**src/rtl/store_buffer_pkg.sv**
```systemverilog
// Shared types and defaults for the store buffer.
//   sb_state_t         per-entry lifecycle state
//   SB_DEPTH_DEFAULT   default entry count (power of two, >= 2)
package store_buffer_pkg;

    localparam int unsigned SB_DEPTH_DEFAULT = 8;

    typedef enum logic [1:0] {
        SB_FREE   = 2'd0,
        SB_ALLOC  = 2'd1,
        SB_READY  = 2'd2,
        SB_COMMIT = 2'd3
    } sb_state_t;

endpackage

```
**src/rtl/store_buffer.sv**
```systemverilog
// Store buffer: allocates stores in program order, fills them out of order
// from writeback, commits them in order at retirement and drains committed
// stores in order to data memory. Flush discards speculative entries.
// Ports:
//   clk, rst                      clock, synchronous active-high reset
//   flush                         discard all uncommitted entries
//   alloc_valid/alloc_rob_id      allocate one entry at tail
//   alloc_ready                   an entry is free
//   fill_valid/_rob_id/_addr/_data  complete address/data of an allocated store
//   retire_valid/retire_rob_id    commit the oldest uncommitted store
//   mem_wvalid/_waddr/_wdata      write request for the head entry
//   mem_wready                    memory accepts the write
//   sb_empty                      no valid entries
//   sb_error                      sticky protocol error (bad retire)
module store_buffer
    import store_buffer_pkg::*;
#(
    parameter int unsigned ADDR_WIDTH = 32,
    parameter int unsigned DATA_WIDTH = 32,
    parameter int unsigned ROB_WIDTH  = 5,
    parameter int unsigned SB_DEPTH   = SB_DEPTH_DEFAULT
) (
    input  logic                  clk,
    input  logic                  rst,
    input  logic                  flush,
    input  logic                  alloc_valid,
    input  logic [ROB_WIDTH-1:0]  alloc_rob_id,
    output logic                  alloc_ready,
    input  logic                  fill_valid,
    input  logic [ROB_WIDTH-1:0]  fill_rob_id,
    input  logic [ADDR_WIDTH-1:0] fill_addr,
    input  logic [DATA_WIDTH-1:0] fill_data,
    input  logic                  retire_valid,
    input  logic [ROB_WIDTH-1:0]  retire_rob_id,
    output logic                  mem_wvalid,
    output logic [ADDR_WIDTH-1:0] mem_waddr,
    output logic [DATA_WIDTH-1:0] mem_wdata,
    input  logic                  mem_wready,
    output logic                  sb_empty,
    output logic                  sb_error
);

    localparam int unsigned PW = $clog2(SB_DEPTH);
    localparam int unsigned CW = PW + 1;

    sb_state_t             state_q [SB_DEPTH];
    sb_state_t             state_n [SB_DEPTH];
    logic [ROB_WIDTH-1:0]  tag_q   [SB_DEPTH];
    logic [ROB_WIDTH-1:0]  tag_n   [SB_DEPTH];
    logic [ADDR_WIDTH-1:0] addr_q  [SB_DEPTH];
    logic [ADDR_WIDTH-1:0] addr_n  [SB_DEPTH];
    logic [DATA_WIDTH-1:0] data_q  [SB_DEPTH];
    logic [DATA_WIDTH-1:0] data_n  [SB_DEPTH];

    logic [PW-1:0] head_q, head_n;
    logic [PW-1:0] cptr_q, cptr_n;
    logic [PW-1:0] tail_q, tail_n;
    logic [CW-1:0] count_q, count_n;
    logic          error_n;
    logic          retire_ok;
    logic          drain;
    logic          alloc_ok;

    // Next-state: drain and retire first, then either flush or fill/alloc.
    always_comb begin
        state_n   = state_q;
        tag_n     = tag_q;
        addr_n    = addr_q;
        data_n    = data_q;
        head_n    = head_q;
        cptr_n    = cptr_q;
        tail_n    = tail_q;
        count_n   = '0;
        error_n   = sb_error;
        retire_ok = retire_valid && (state_q[cptr_q] == SB_READY)
                    && (tag_q[cptr_q] == retire_rob_id);
        drain     = (state_q[head_q] == SB_COMMIT) && mem_wready;
        alloc_ok  = alloc_valid && (count_q != CW'(SB_DEPTH));

        if (retire_valid && !retire_ok) begin
            error_n = 1'b1;
        end

        if (drain) begin
            state_n[head_q] = SB_FREE;
            head_n          = head_q + PW'(1);
        end

        if (retire_ok) begin
            state_n[cptr_q] = SB_COMMIT;
            cptr_n          = cptr_q + PW'(1);
        end

        if (flush) begin
            // Speculative entries vanish; committed ones keep draining.
            for (int i = 0; i < int'(SB_DEPTH); i++) begin
                if (state_n[i] == SB_ALLOC || state_n[i] == SB_READY) begin
                    state_n[i] = SB_FREE;
                end
            end
            tail_n = cptr_n;
        end else begin
            // Fill CAM: only entries still waiting for data can match.
            for (int i = 0; i < int'(SB_DEPTH); i++) begin
                if (fill_valid && state_q[i] == SB_ALLOC && tag_q[i] == fill_rob_id) begin
                    state_n[i] = SB_READY;
                    addr_n[i]  = fill_addr;
                    data_n[i]  = fill_data;
                end
            end
            if (alloc_ok) begin
                state_n[tail_q] = SB_ALLOC;
                tag_n[tail_q]   = alloc_rob_id;
                tail_n          = tail_q + PW'(1);
            end
        end

        for (int i = 0; i < int'(SB_DEPTH); i++) begin
            if (state_n[i] != SB_FREE) begin
                count_n = count_n + CW'(1);
            end
        end
    end

    // Control state and registered outputs.
    always_ff @(posedge clk) begin
        if (rst) begin
            state_q     <= '{default: SB_FREE};
            head_q      <= '0;
            cptr_q      <= '0;
            tail_q      <= '0;
            count_q     <= '0;
            alloc_ready <= 1'b1;
            sb_empty    <= 1'b1;
            mem_wvalid  <= 1'b0;
            mem_waddr   <= '0;
            mem_wdata   <= '0;
            sb_error    <= 1'b0;
        end else begin
            state_q     <= state_n;
            head_q      <= head_n;
            cptr_q      <= cptr_n;
            tail_q      <= tail_n;
            count_q     <= count_n;
            alloc_ready <= (count_n != CW'(SB_DEPTH));
            sb_empty    <= (count_n == '0);
            mem_wvalid  <= (state_n[head_n] == SB_COMMIT);
            mem_waddr   <= addr_n[head_n];
            mem_wdata   <= data_n[head_n];
            sb_error    <= error_n;
        end
    end

    // Payload storage; contents are only meaningful while the entry is valid.
    always_ff @(posedge clk) begin
        tag_q  <= tag_n;
        addr_q <= addr_n;
        data_q <= data_n;
    end

endmodule

```
**config.mk**
```make
export PLATFORM = sky130hd
export DESIGN_NAME = store_buffer
export DESIGN_NICKNAME = d
export VERILOG_FILES = /design/src/rtl/store_buffer_pkg.sv /design/src/rtl/store_buffer.sv
export SDC_FILE = /design/constraint.sdc
export NUM_CORES = 1
export LEC_CHECK = 0
export CAP_MARGIN = 20
export CORE_ASPECT_RATIO = 0.7
export CORE_MARGIN = 4
export CORE_UTILIZATION = 54
export CTS_CLUSTER_SIZE = 40
export DETAILED_ROUTE_END_ITERATION = 7
export PLACE_DENSITY = 0.85
export RECOVER_POWER = 50
export SYNTH_ARGS = -nofsm -noshare
export SYNTH_HDL_FRONTEND = slang
export SYNTH_SLANG_ARGS = --single-unit
export TNS_END_PERCENT = 100
```
**constraint.sdc**
```tcl
create_clock -name clk -period 7.3 [get_ports clk]
set_clock_uncertainty 0.1 [all_clocks]
set_input_delay 1.46 -clock clk [delete_from_list [all_inputs] [get_ports clk]]
set_output_delay 1.46 -clock clk [all_outputs]
set_load 0.01 [all_outputs]
```
==> metrics.txt <==
total number of nets in the final design 2555; max-slew violation count 369; Post-Syn Area per Cell 11.7 um2; share of cells above drive strength 1 25.9%; area fraction of the dominant cell type after synthesis 44.7%; Distinct cells, synth 77; dominant cells by area after synthesis sky130_fd_sc_hd__dfxtp_1, sky130_fd_sc_hd__mux2_2, sky130_fd_sc_hd__mux2i_1; Longest Clk Path Bufs 3; Hold Path Class flip-flop to flip-flop; TritonRoute pass-1 iters 5; effective utilization at floorplan 54.9%; clock buffer count from CTS roughly 60; std cell rows 68; antenna violations before repair 9; worst relative slew slack -104%; chip width 277 um; mapped cell area approximately 0.027 mm2; outcome finished with violations; residual DRC count 0; via count of the routed design 18329; cell type with the largest total area after synthesis sky130_fd_sc_hd__dfxtp_1; final setup slack of the worst path ~0.32 ns; sum of overflow across all layers after global routing 0; total number of yosys warnings 0; H-Tree Level Count 2; detail-routed net length per standard cell approximately 22 um; crit path launch type input pin; final weighted congestion in routability-driven placement around 0.93; Reg area about 0.013 mm2; r2r startpoint cptr_q[1]$_SDFF_PP0_; critical path endpoint category flip-flop; clock sink count 649; later-pin clock latency in the skew report 0.61 ns; via count of the first global-routing pass 19351; first-pass GRT wire length 109 mm; remaining antenna violation count 0; Leakage between 0.01 and 0.015 uW; Core Footprint 0.0496 mm2; critical-path maximum fanout 4; Setup Buffers After CTS 0; clock tree from TritonCTS done; final critical delay including setup and external delays 6.98 ns; Die Outline Area 0.0542 mm2; slowest cell on the critical path sky130_fd_sc_hd__or4b_4; top flip-flop cell by instance count after synthesis sky130_fd_sc_hd__dfxtp_1; CTS clock-pin slew for the worst setup and hold paths about 0.070 ns; area occupied by multi-input gates 0.0132 mm2; number of vias per cell around 5.8; slack of the worst reg-to-reg path 0.56 ns; synthesized flop and latch total between 600 and 700; unrepaired setup endpoints after global routing no; # Max-Cap Violations 9; sequential element share of the synthesized area about half; number of DRC violations after detailed-routing iteration 0 1296; delay of the slowest critical-path stage a little under 0.6 ns; worst setup path startpoint fill_rob_id[1]; total of cells resized after clock tree synthesis 0; Critical Path RT 7.71 ns; I/O pin total 154; depth of the critical timing path with buffers and inverters included 26; Overall Power 7020 uW; final design utilization between 60% and 70%; asr flop ratio synth 0%; actual transition at the worst max-transition pin 3.05 ns; buffers plus inverters on the worst setup path 3; worst setup path endpoint sb_empty$_SDFF_PP1_; DP Worst Slack -0.251 ns; vertical die dimension between 150 and 200 um; R2R cell count 25; global-route usage over all layers around 25%; number of filler instances in the final layout ~3600; number of flops mapped to enable cells by yosys 40; period utilisation layout between 90% and 100%; power per cell area 222 mW/mm2; detailed placement HPWL 43.1 mm; delay-heaviest family, CP simple AND/OR/NAND/NOR gates; worst reg2reg path endpoint sb_empty$_SDFF_PP1_; arrival time at the worst endpoint 7.39 ns; root buffer cell sky130_fd_sc_hd__clkbuf_16; number of buffers added to fix hold violations after cts 0; layout overhead on the synthesized area 15.7%; largest voltage drop on the vdd net 186 uV; hold violation total from the final report 0; Crit Path Category input pin to flip-flop; Setup violations, final 0; count of input and output buffers 153; cell repeated most along the worst path sky130_fd_sc_hd__ha_1; largest net degree at the start of global routing 100; f_max 143 MHz; failing checks max-capacitance violations, max-slew violations; Mapped Nets around 2400; total wire length after detailed routing 69.4 mm; Syn Inst Count 2321
[routing by layer]
layer / up-vias / GRT usage, % / routed length (um)
met2: 540 / 40.8 / 32000
li1: 8590 / - / -
met1: 9079 / 33.9 / 31500
met3: 112 / 4.75 / 4440
met4: 8 / 6.75 / 1450
met5: - / 0 / 53
[cell type report]
class | instances | share of cell area (%)
antenna | 4 | 0.0317
clock buffer | 90 | 5.56
clock inverter | 19 | 0.714
inverter | 22 | 0.262
multi-input combinational | 1503 | 41.9
sequential | 649 | 42.5
tap | 665 | 2.64
timing repair buffer | 225 | 6.42
[report_power, final]
group	internal, uW	leakage [uW]	switching (uW)
Combinational	124	0.00591	130
Sequential	3610	0.00527	11.4
Clock	1800	0.000968	1350
[synthesized netlist by cell type, types with 11 or more instances]
cell type	count
sky130_fd_sc_hd__edfxtp_1	40
sky130_fd_sc_hd__nand2_1	233
sky130_fd_sc_hd__dfxtp_1	609
sky130_fd_sc_hd__nor3_1	15
sky130_fd_sc_hd__nor2_1	49
sky130_fd_sc_hd__o22ai_1	69
sky130_fd_sc_hd__mux2i_1	273
sky130_fd_sc_hd__xor2_1	20
sky130_fd_sc_hd__nor2b_1	14
sky130_fd_sc_hd__mux2_2	584
sky130_fd_sc_hd__o21ai_0	11
sky130_fd_sc_hd__clkbuf_1	122
sky130_fd_sc_hd__xnor2_1	37
sky130_fd_sc_hd__buf_1	13
sky130_fd_sc_hd__inv_1	20
sky130_fd_sc_hd__nand3_1	11
sky130_fd_sc_hd__a21oi_1	19
[worst min-delay path: stages, from the launching register on]
cell                      delay [ns]
sky130_fd_sc_hd__dfxtp_1        0.31
sky130_fd_sc_hd__nand2_1        0.04
sky130_fd_sc_hd__nand2_1        0.07
[through the flow]
stage	area, um2	std cells	hold slack [ns]	TNS [ns]
5_1_grt	31500	3176	0.366	0
3_3_place_gp	29700	3064	0.326	-0.283
6_report	31500	3177	0.345	0
4_1_cts	31700	3173	0.350	0
3_5_place_dp	29700	3064	0.332	-0.585
2_1_floorplan	27300	2321	0.318	0
[logic make-up after synthesis]
group,synth area share [%]
xor+xnor,2.29
mux,34.6
compound gates,4.56
simple gates,6.36
fa+ha+maj,0.560
buf+inv,2.46
flops,49.1
[worst min-delay path by stage]
| stage | end | start | cells after the start | slack, ns |
|---|---|---|---|---|
| floorplan | addr_q[64]$_DFF_P_ | addr_q[64]$_DFF_P_ | 2 | 0.32 |
| global placement | addr_q[66]$_DFF_P_ | addr_q[66]$_DFF_P_ | 2 | 0.33 |
| detailed placement | data_q[81]$_DFF_P_ | data_q[81]$_DFF_P_ | 2 | 0.33 |
| CTS | addr_q[88]$_DFF_P_ | addr_q[88]$_DFF_P_ | 2 | 0.35 |
| global route | addr_q[93]$_DFF_P_ | addr_q[93]$_DFF_P_ | 2 | 0.37 |
| finish | data_q[89]$_DFF_P_ | data_q[89]$_DFF_P_ | 2 | 0.35 |
[cell usage in the layout, fill, tap and decap left out, types with 5 or more instances in the layout]
cell type and count:
sky130_fd_sc_hd__clkbuf_16 59, sky130_fd_sc_hd__buf_4 49, sky130_fd_sc_hd__nor4_1 5, sky130_fd_sc_hd__edfxtp_1 40, sky130_fd_sc_hd__or2_2 9, sky130_fd_sc_hd__mux2_1 119, sky130_fd_sc_hd__nand2b_1 7, sky130_fd_sc_hd__clkdlybuf4s50_1 79
sky130_fd_sc_hd__mux4_2 5, sky130_fd_sc_hd__inv_1 19, sky130_fd_sc_hd__a2111oi_0 5, sky130_fd_sc_hd__a21oi_1 19, sky130_fd_sc_hd__o22ai_1 69, sky130_fd_sc_hd__nor2_1 48, sky130_fd_sc_hd__a211oi_1 6, sky130_fd_sc_hd__a31oi_1 9
sky130_fd_sc_hd__xnor2_1 37, sky130_fd_sc_hd__o32ai_1 6, sky130_fd_sc_hd__a221oi_1 5, sky130_fd_sc_hd__nand2_1 232, sky130_fd_sc_hd__nor2b_1 14, sky130_fd_sc_hd__clkbuf_8 16, sky130_fd_sc_hd__o21ai_0 11, sky130_fd_sc_hd__nand4_1 8
sky130_fd_sc_hd__dfxtp_1 609, sky130_fd_sc_hd__clkbuf_1 33, sky130_fd_sc_hd__ha_1 9, sky130_fd_sc_hd__mux2_2 464, sky130_fd_sc_hd__xor2_1 20, sky130_fd_sc_hd__dlygate4sd3_1 74, sky130_fd_sc_hd__nor3_1 15, sky130_fd_sc_hd__clkinv_2 8
sky130_fd_sc_hd__mux2i_1 273, sky130_fd_sc_hd__nand3_1 11
[state kept, by name, summed over array words and instances, names as in the netlist]
signal / count
cptr_q: 3
tag_q: 40
alloc_ready: 1
mem_waddr: 32
state_q: 16
mem_wdata: 32
data_q: 256
head_q: 3
mem_wvalid: 1
addr_q: 256
sb_error: 1
tail_q: 3
count_q: 4
sb_empty: 1
No activity file was read; power rests on OpenSTA's default activity.
